$ cat src/rtl/branch_resolve_ctrl.sv
// Branch resolution controller: in-order FIFO of predicted branches, compared
// against EX outcomes to produce predictor training requests and fetch redirects.
module branch_resolve_ctrl #(
  parameter int DEPTH = 4
) (
  input  logic                     clk,
  input  logic                     rst,
  input  logic                     pred_valid,
  input  logic [31:0]              pred_pc,
  input  logic                     pred_taken,
  input  logic [31:0]              pred_target,
  output logic                     pred_ready,
  input  logic                     res_valid,
  input  logic                     res_taken,
  input  logic [31:0]              res_target,
  output logic                     res_ready,
  output logic                     upd_valid,
  output logic [31:0]              upd_pc,
  output logic                     upd_taken,
  input  logic                     upd_ready,
  output logic                     redirect_valid,
  output logic [31:0]              redirect_pc,
  output logic                     flush,
  output logic [$clog2(DEPTH):0]   inflight_cnt,
  output logic [15:0]              mispredict_cnt
);

  localparam int AW = $clog2(DEPTH);
  localparam logic [AW:0] CNT_FULL = (AW+1)'(DEPTH);
  localparam logic [AW:0] CNT_ZERO = (AW+1)'(0);
  localparam logic [AW:0] CNT_ONE  = (AW+1)'(1);
  localparam logic [AW-1:0] PTR_ONE = AW'(1);

  typedef enum logic {RUN = 1'b0, WAIT_UPD = 1'b1} state_t;

  state_t        state_r;
  logic [31:0]   pc_mem_r    [DEPTH];
  logic          taken_mem_r [DEPTH];
  logic [31:0]   tgt_mem_r   [DEPTH];
  logic [AW-1:0] head_r;
  logic [AW-1:0] tail_r;
  logic [AW:0]   count_r;

  logic [31:0]   head_pc_s;
  logic          head_taken_s;
  logic [31:0]   head_tgt_s;
  logic          pop_s;
  logic          push_s;
  logic          mispredict_s;
  logic [31:0]   fix_pc_s;

  assign pred_ready   = (count_r != CNT_FULL);
  assign res_ready    = (state_r == RUN) && (count_r != CNT_ZERO);
  assign inflight_cnt = count_r;

  // Head lookup, mispredict detection and push/pop qualification.
  always_comb begin
    head_pc_s    = pc_mem_r[head_r];
    head_taken_s = taken_mem_r[head_r];
    head_tgt_s   = tgt_mem_r[head_r];
    pop_s        = res_valid && res_ready;
    if (pop_s) begin
      mispredict_s = (head_taken_s != res_taken) ||
                     (res_taken && (head_tgt_s != res_target));
    end else begin
      mispredict_s = 1'b0;
    end
    // Entries younger than a mispredicted branch are wrong-path, including one arriving now.
    push_s   = pred_valid && pred_ready && !mispredict_s;
    fix_pc_s = res_taken ? res_target : (head_pc_s + 32'd4);
  end

  // Branch entry storage, written at the tail on every accepted push.
  always_ff @(posedge clk or posedge rst) begin
    if (rst) begin
      for (int i = 0; i < DEPTH; i++) begin
        pc_mem_r[i]    <= 32'd0;
        taken_mem_r[i] <= 1'b0;
        tgt_mem_r[i]   <= 32'd0;
      end
    end else if (push_s) begin
      pc_mem_r[tail_r]    <= pred_pc;
      taken_mem_r[tail_r] <= pred_taken;
      tgt_mem_r[tail_r]   <= pred_target;
    end
  end

  // FIFO pointers/occupancy, update handshake FSM, redirect pulses and statistics.
  always_ff @(posedge clk or posedge rst) begin
    if (rst) begin
      state_r        <= RUN;
      head_r         <= '0;
      tail_r         <= '0;
      count_r        <= CNT_ZERO;
      upd_valid      <= 1'b0;
      upd_pc         <= 32'd0;
      upd_taken      <= 1'b0;
      redirect_valid <= 1'b0;
      redirect_pc    <= 32'd0;
      flush          <= 1'b0;
      mispredict_cnt <= 16'd0;
    end else begin
      flush          <= mispredict_s;
      redirect_valid <= mispredict_s;
      if (mispredict_s) begin
        redirect_pc <= fix_pc_s;
        head_r      <= '0;
        tail_r      <= '0;
        count_r     <= CNT_ZERO;
        if (mispredict_cnt != 16'hFFFF) begin
          mispredict_cnt <= mispredict_cnt + 16'd1;
        end
      end else begin
        if (push_s) begin
          tail_r <= tail_r + PTR_ONE;
        end
        if (pop_s) begin
          head_r <= head_r + PTR_ONE;
        end
        case ({push_s, pop_s})
          2'b10:   count_r <= count_r + CNT_ONE;
          2'b01:   count_r <= count_r - CNT_ONE;
          default: count_r <= count_r;
        endcase
      end

      case (state_r)
        RUN: begin
          if (pop_s) begin
            upd_valid <= 1'b1;
            upd_pc    <= head_pc_s;
            upd_taken <= res_taken;
            state_r   <= WAIT_UPD;
          end
        end
        WAIT_UPD: begin
          if (upd_ready) begin
            upd_valid <= 1'b0;
            state_r   <= RUN;
          end
        end
        default: begin
          upd_valid <= 1'b0;
          state_r   <= RUN;
        end
      endcase
    end
  end

endmodule

$ cat config.mk
export PLATFORM = sky130hd
export DESIGN_NAME = branch_resolve_ctrl
export DESIGN_NICKNAME = d
export VERILOG_FILES = /design/src/rtl/branch_resolve_ctrl.sv
export SDC_FILE = /design/constraint.sdc
export NUM_CORES = 1
export LEC_CHECK = 0
export ABC_AREA = 1
export CORE_MARGIN = 2
export CORE_UTILIZATION = 45
export CTS_BUF_LIST = sky130_fd_sc_hd__clkbuf_8
export DETAILED_ROUTE_END_ITERATION = 8
export PLACE_DENSITY = 0.7
export SYNTH_ARGS = -nofsm -noshare
export SYNTH_HDL_FRONTEND = slang
export SYNTH_SLANG_ARGS = --single-unit
$ cat constraint.sdc
create_clock -name clk -period 13.3 [get_ports clk]
set_input_delay 3.99 -clock clk [delete_from_list [all_inputs] [get_ports clk]]
set_output_delay 3.99 -clock clk [all_outputs]
set_load 0.01 [all_outputs]
==> results.sh, run 1 <==
export IMPL_dp_hpwl_um=35500
export IMPL_postCtsSetupRepairBufs=0
export IMPL_numCtsBuffers=59
export IMPL_slew_viol_final=0
export IMPL_worst_ep_required_time_ns=13.88
export IMPL_place_congestion=0.903
export IMPL_synthArstFlopShare=1.00
export IMPL_criticalPathCategory="input port to flip-flop"
export IMPL_synth_nets=2432
export IMPL_area_delta_synth_final_pct=18.4
export IMPL_wl_per_cell_um=19.0
export IMPL_n_antenna_cell=0
export IMPL_p_int_uw=2850
export IMPL_final_fill_count=3695
export IMPL_ys_types=41
export IMPL_cts_num_sinks=351
export IMPL_grt_pass1_wl_um=90100
export IMPL_fin_tns_setup_ns=0
export IMPL_first_global_vias=15936
export IMPL_layout_commonest_cell="nand2_1"
export IMPL_r2r_cells=16
export IMPL_hold_buffers=0
export IMPL_clock_path_buffers=3
export IMPL_setup_viol=0
export IMPL_cp_max_fo=172
export IMPL_cts_max_level=2
export IMPL_fin_ws_ns=5.85
export IMPL_viasPerCell=5.46
export IMPL_first_pass_iters=8
export IMPL_power_frac_comb=0.459
export IMPL_worst_pin_slew_ns=1.32
export IMPL_wl_um=57300
export IMPL_min_period_ns=7.45
export IMPL_postSynthCellCount=2322
export IMPL_port_buffers=191
export IMPL_synth_ff_type="dfrtp_1"
export IMPL_drcViolationCount=0
export IMPL_synth_edf_count=0
export IMPL_synth_avg_cell_area_um2=7.55
export IMPL_route_vias_total=16428
export IMPL_maxSlewHeadroom=0.120
export IMPL_p_leak_uw=0.00986
export IMPL_p_clk_frac=0.186
export IMPL_fin_crit_sh=0.560
export IMPL_place_inst=2904
export IMPL_layout_common_cells="nand2_1 (1013), dfrtp_1 (349), o21ai_0 (227)"
export IMPL_startpoint_type="input port"
export IMPL_coreArea_um2=38600
export IMPL_drt_iter0_markers=1722
export IMPL_ioPinCount=192
export IMPL_cts_clk_slew_worst_paths_ns=0.06
export IMPL_yosys_area_top_type_share=0.501
export IMPL_initial_utilization=0.455
export IMPL_synth_seq_cells=351
export IMPL_rows=72
export IMPL_cts_tree="yes"
export IMPL_die_x_um=201
export IMPL_die_area_um2=40600
export IMPL_end_kind="flip-flop"
export IMPL_swShare=0.455
export IMPL_design_area_um2=20800
export IMPL_yosys_warnings=0
export IMPL_multiInputGateArea_um2=7840
export IMPL_fin_skew_ns=0.0372
export IMPL_final_antenna_net_count=0
export IMPL_hold_depth=2
export IMPL_synth_area_leaders="dfrtp_1 (50%), nand2_1 (22%), o21ai_0 (6.5%)"
export IMPL_holdCritPathClass="flip-flop to flip-flop"
export IMPL_final_nets=2557
export IMPL_clock_latency_ns=0.68
export IMPL_power_density_nw_per_um2=252
export IMPL_die_y_um=201
export IMPL_vdd_ir_drop_max_uv=144
export IMPL_dp_slack_ns=5.31
export IMPL_p_sw_uw=2380
export IMPL_antenna_found_initial=0
export IMPL_drive_gt1_frac=0.0498
export IMPL_area_sequential_um2=8790
export IMPL_cp_arrival_ns=8.03
export IMPL_rsz0062_at_grt="no"
export IMPL_status="complete, no violations"
export IMPL_grt_start_max_net_pins=206
export IMPL_placed_cell_area_um2=19600
export IMPL_grt_usage=0.283
export IMPL_fmax_ghz=0.134
export IMPL_yosysSeqAreaShare=0.501
export IMPL_overflow=0
export IMPL_cts_root_buf="clkbuf_8"
export IMPL_fin_cells=3007
export IMPL_syn_area_um2=17500
export IMPL_sequentialPowerShare=0.355
export IMPL_cts_resized=0
export IMPL_final_hold_viol_count=0
export IMPL_yosysTopAreaCell="dfrtp_1"
export IMPL_cap_violations=0
metal layers:
layer  vias up  routed length, µm  GRT usage
met4         0               2040      0.114
met5         -                  0          0
li1       7719                  -          -
met1      7766              23700      0.396
met2       814              25800      0.431
met3       129               5710     0.0569
through the flow:
| stage | total power [µW] | util | hold slack [ns] |
|---|---|---|---|
| after floorplan | 3320 | - | 0.445 |
| after global placement | 4150 | 0.508 | 0.460 |
| after detailed placement | 4230 | 0.508 | 0.465 |
| after CTS | 5210 | 0.538 | 0.479 |
| after global routing | 5610 | 0.538 | 0.495 |
| final | 5230 | 0.538 | 0.478 |
power groups by stage:
stage | registers, µW | logic [µW] | clock network (µW)
3_3_place_gp | 1840 | 2310 | 0
6_report | 1860 | 2400 | 976
5_1_grt | 1910 | 2660 | 1040
4_1_cts | 1850 | 2370 | 989
2_1_floorplan | 1810 | 1520 | 0
3_5_place_dp | 1860 | 2370 | 0
cell usage after synthesis (all sizes together), types with 2 or more instances:
master	number
nand2	1015
ha	6
nor4	4
a31oi	5
clkbuf	61
buf	86
inv	55
o22ai	4
o211ai	2
dfrtp	351
nor2	112
and2	2
clkinv	2
xnor2	7
nand3	146
nor3	12
o21ai	342
nand3b	21
a21oi	36
xor2	36
nand4	8
path summary, 6_finish.rpt:
check,from,slack [ns],endpoint
hold reg to reg,pc_mem_r[81],0.48,pc_mem_r[81]
hold / removal,pc_mem_r[81],0.48,pc_mem_r[81]
setup / recovery,res_valid,5.85,tgt_mem_r[38]
max in group asynchronous,rst,7.56,head_r[0]
min in group asynchronous,rst,3.82,tgt_mem_r[19]
setup reg to reg,head_r[0],7.30,tgt_mem_r[38]
flip-flops by register name, indices dropped and copies added, names as in the netlist:
name,cells
inflight_cnt,3
taken_mem_r,4
redirect_pc,32
upd_valid,1
state_r,1
upd_pc,32
flush,1
pc_mem_r,128
mispredict_cnt,16
upd_taken,1
tail_r,2
head_r,2
tgt_mem_r,128
critical path: stages:
cell	delay, ns
clkdlybuf4s50_1	0.41
nand2_2	0.06
buf_4	0.49
inv_1	0.26
o21ai_0	0.14
o21bai_4	0.18
nand2_8	0.55
nor2_4	1.01
buf_4	0.55
nand2_1	0.11
nand2_1	0.10
area by class of cell:
cell class / count / share of cell area
clock buffer: 74 / 0.0491
multi-input combinational: 1767 / 0.377
timing repair buffer: 211 / 0.0999
tap: 518 / 0.0312
sequential: 351 / 0.423
clock inverter: 29 / 0.00820
inverter: 57 / 0.0106
kinds of logic after synthesis:
logic type / count (synthesis) / synth area share
adder cells (fa/ha/maj): 7 / 0.00542
flip-flops: 351 / 0.501
AO/OA/AOI/OAI: 393 / 0.114
buffers and inverters: 204 / 0.0545
AND/OR/NAND/NOR: 1324 / 0.303
XOR/XNOR: 43 / 0.0215
Power figures use the tool's default switching activity.
==> run 2: changes to the inputs <==
clock period = 6.2 ns   (was 13.3 ns; I/O delays follow)
==> run 2 against run 1 <==
  * Clock skew is 0.0038 ns lower
  * Global-route usage increased by 0.22 points
  * First-iteration DRC count decreased by 14%
  * Non-clock buffer count up 8
  * Sequential power is 110% higher
  * Highest routed layer unchanged
  * Clock power up 120%
==> results.sh, run 2 (synthesis gave the netlist of run 1 again) <==
export IMPL_layout_common_cells="nand2_1 (1013), dfrtp_1 (349), o21ai_0 (227)"
export IMPL_first_pass_iters=7
export IMPL_grt_util_met1=0.401
export IMPL_initial_utilization=0.455
export IMPL_grt_pass1_wl_um=90600
export IMPL_antenna_found_initial=0
export IMPL_setup_viol=0
export IMPL_slew_viol_final=0
export IMPL_p_leak_uw=0.00995
export IMPL_end_kind="flip-flop"
export IMPL_grt_usage=0.285
export IMPL_route_vias_total=16574
export IMPL_cts_root_buf="clkbuf_8"
export IMPL_fin_tns_setup_ns=0
export IMPL_cpMaxStageDelayCell="clkinv_2"
export IMPL_rows=72
export IMPL_fin_crit_sh=0.763
export IMPL_critical_path_buf_inv_count=2
export IMPL_wl_um=58100
export IMPL_min_period_ns=4.73
export IMPL_path_common_cell="nand2_1"
export IMPL_drt_iter0_markers=1478
export IMPL_maxSlewHeadroom=0.244
export IMPL_clock_latency_ns=0.68
export IMPL_cts_clk_slew_worst_paths_ns=0.07
export IMPL_fin_skew_ns=0.0333
export IMPL_criticalPathCategory="flip-flop to flip-flop"
export IMPL_min_from="pc_mem_r[93]"
export IMPL_die_area_um2=40600
export IMPL_rsz0062_at_grt="no"
export IMPL_layout_commonest_cell="nand2_1"
export IMPL_startpoint_type="flip-flop"
export IMPL_final_hold_viol_count=0
export IMPL_final_antenna_net_count=0
export IMPL_status="complete, no violations"
export IMPL_die_y_um=201
export IMPL_wl_per_cell_um=19.2
export IMPL_cp_arrival_ns=5.32
export IMPL_numCtsBuffers=59
export IMPL_vdd_ir_drop_max_uv=346
export IMPL_worstPathCellList="clkinv_2, nand2_1, nand3_1, nand2_1, xor2_1, nand2_1, nor2_1, nand3_1, o21bai_4, nand2_8, nand2_1, inv_1, fa_1, xor2_1, nand3b_1, nand2_1, nand2_1, nand2_1"
export IMPL_placed_cell_area_um2=19700
export IMPL_cts_num_sinks=351
export IMPL_overflow=0
export IMPL_multiInputGateArea_um2=7840
export IMPL_rrSetupSlack_ns=1.47
export IMPL_place_congestion=0.919
export IMPL_holdCritPathClass="flip-flop to flip-flop"
export IMPL_hold_buffers=0
export IMPL_port_buffers=191
export IMPL_drcViolationCount=0
export IMPL_final_fill_count=3691
export IMPL_die_x_um=201
export IMPL_reg_largest_list="pc_mem_r: 128 flops, tgt_mem_r: 128 flops"
export IMPL_design_area_um2=20900
export IMPL_power_density_nw_per_um2=543
export IMPL_cp_max_fo=72
export IMPL_ioPinCount=192
export IMPL_grt_busiest_layer="met2"
export IMPL_area_sequential_um2=8790
export IMPL_cts_max_level=2
export IMPL_worst_ep_required_time_ns=6.79
export IMPL_grtUsageMet2=0.428
export IMPL_first_global_vias=15655
export IMPL_fmax_ghz=0.211
export IMPL_drive_gt1_frac=0.0551
export IMPL_r2r_start="head_r[0]"
export IMPL_area_delta_synth_final_pct=19.3
export IMPL_coreArea_um2=38600
export IMPL_grt_start_max_net_pins=117
export IMPL_final_nets=2565
export IMPL_cp_slowest_stage_delay_ns=0.97
export IMPL_grtUsageMet3=0.0672
export IMPL_clock_path_buffers=3
export IMPL_worst_pin_slew_ns=1.13
export IMPL_cts_tree="yes"
export IMPL_cap_violations=0
export IMPL_path_delay_family="simple AND/OR/NAND/NOR gates"
export IMPL_viasPerCell=5.48
export IMPL_cts_resized=0
export IMPL_dp_hpwl_um=36200
export IMPL_critical_path_startpoint="head_r[0]"
export IMPL_postCtsSetupRepairBufs=0
[run 2: cell types whose count changed in the layout (fill, tap and decap cells not counted), moves of 2 or more]
| cell | previous run | this run |
|---|---|---|
| buf_4 | 19 | 25 |
| clkbuf_8 | 74 | 79 |
| buf_12 | 1 | 3 |
| clkinv_2 | 5 | 7 |
| inv_1 | 68 | 70 |
[run 2: metal layers]
| layer | vias up | wire, µm |
|---|---|---|
| met5 | - | 0 |
| met4 | 0 | 2140 |
| li1 | 7751 | - |
| met2 | 785 | 25600 |
| met1 | 7912 | 24600 |
| met3 | 126 | 5660 |
[run 2: stage by stage]
stage | utilization | total power [µW] | setup slack (ns) | cells | hold WS [ns]
floorplan | - | 7120 | -0.360 | 2322 | 0.445
global placement | 0.510 | 8990 | 1.26 | 2912 | 0.456
detailed placement | 0.510 | 9120 | 1.27 | 2912 | 0.465
CTS | 0.542 | 11300 | 1.59 | 3023 | 0.477
global route | 0.542 | 12100 | 1.11 | 3023 | 0.492
finish | 0.542 | 11400 | 1.47 | 3024 | 0.478
[run 2: cell type report]
type,instances,share of cell area
antenna,1,0.000120
clock buffer,79,0.0520
clock inverter,32,0.00820
inverter,57,0.0105
multi-input combinational,1767,0.375
sequential,351,0.420
tap,518,0.0310
timing repair buffer,219,0.103
[run 2: worst register-to-register path: cells and delay by family, from the launching register on]
kind	cells	cell delay, ns
AOI/OAI and AO/OA	1	0.22
buffers and inverters	2	1.06
and+or+nand+nor	12	1.89
DFF	1	0.65
adders and majority gates	1	0.39
xor gates and xnor gates	2	0.43
[run 2: worst paths after layout]
path | end | cells past startpoint
worst max-delay path | inflight_cnt[2] | 18
worst min-delay path | pc_mem_r[93] | 2
worst max register to register | inflight_cnt[2] | 18
worst min register to register | pc_mem_r[93] | 2
max in group asynchronous | tgt_mem_r[64] | 3
min in group asynchronous | redirect_pc[10] | 2
[run 2: power breakdown]
group | total (µW) | internal, µW | switching, µW
Combinational | 5260 | 1690 | 3570
Sequential | 3940 | 3330 | 612
Clock | 2160 | 1180 | 984
Total | 11400 | 6200 | 5160
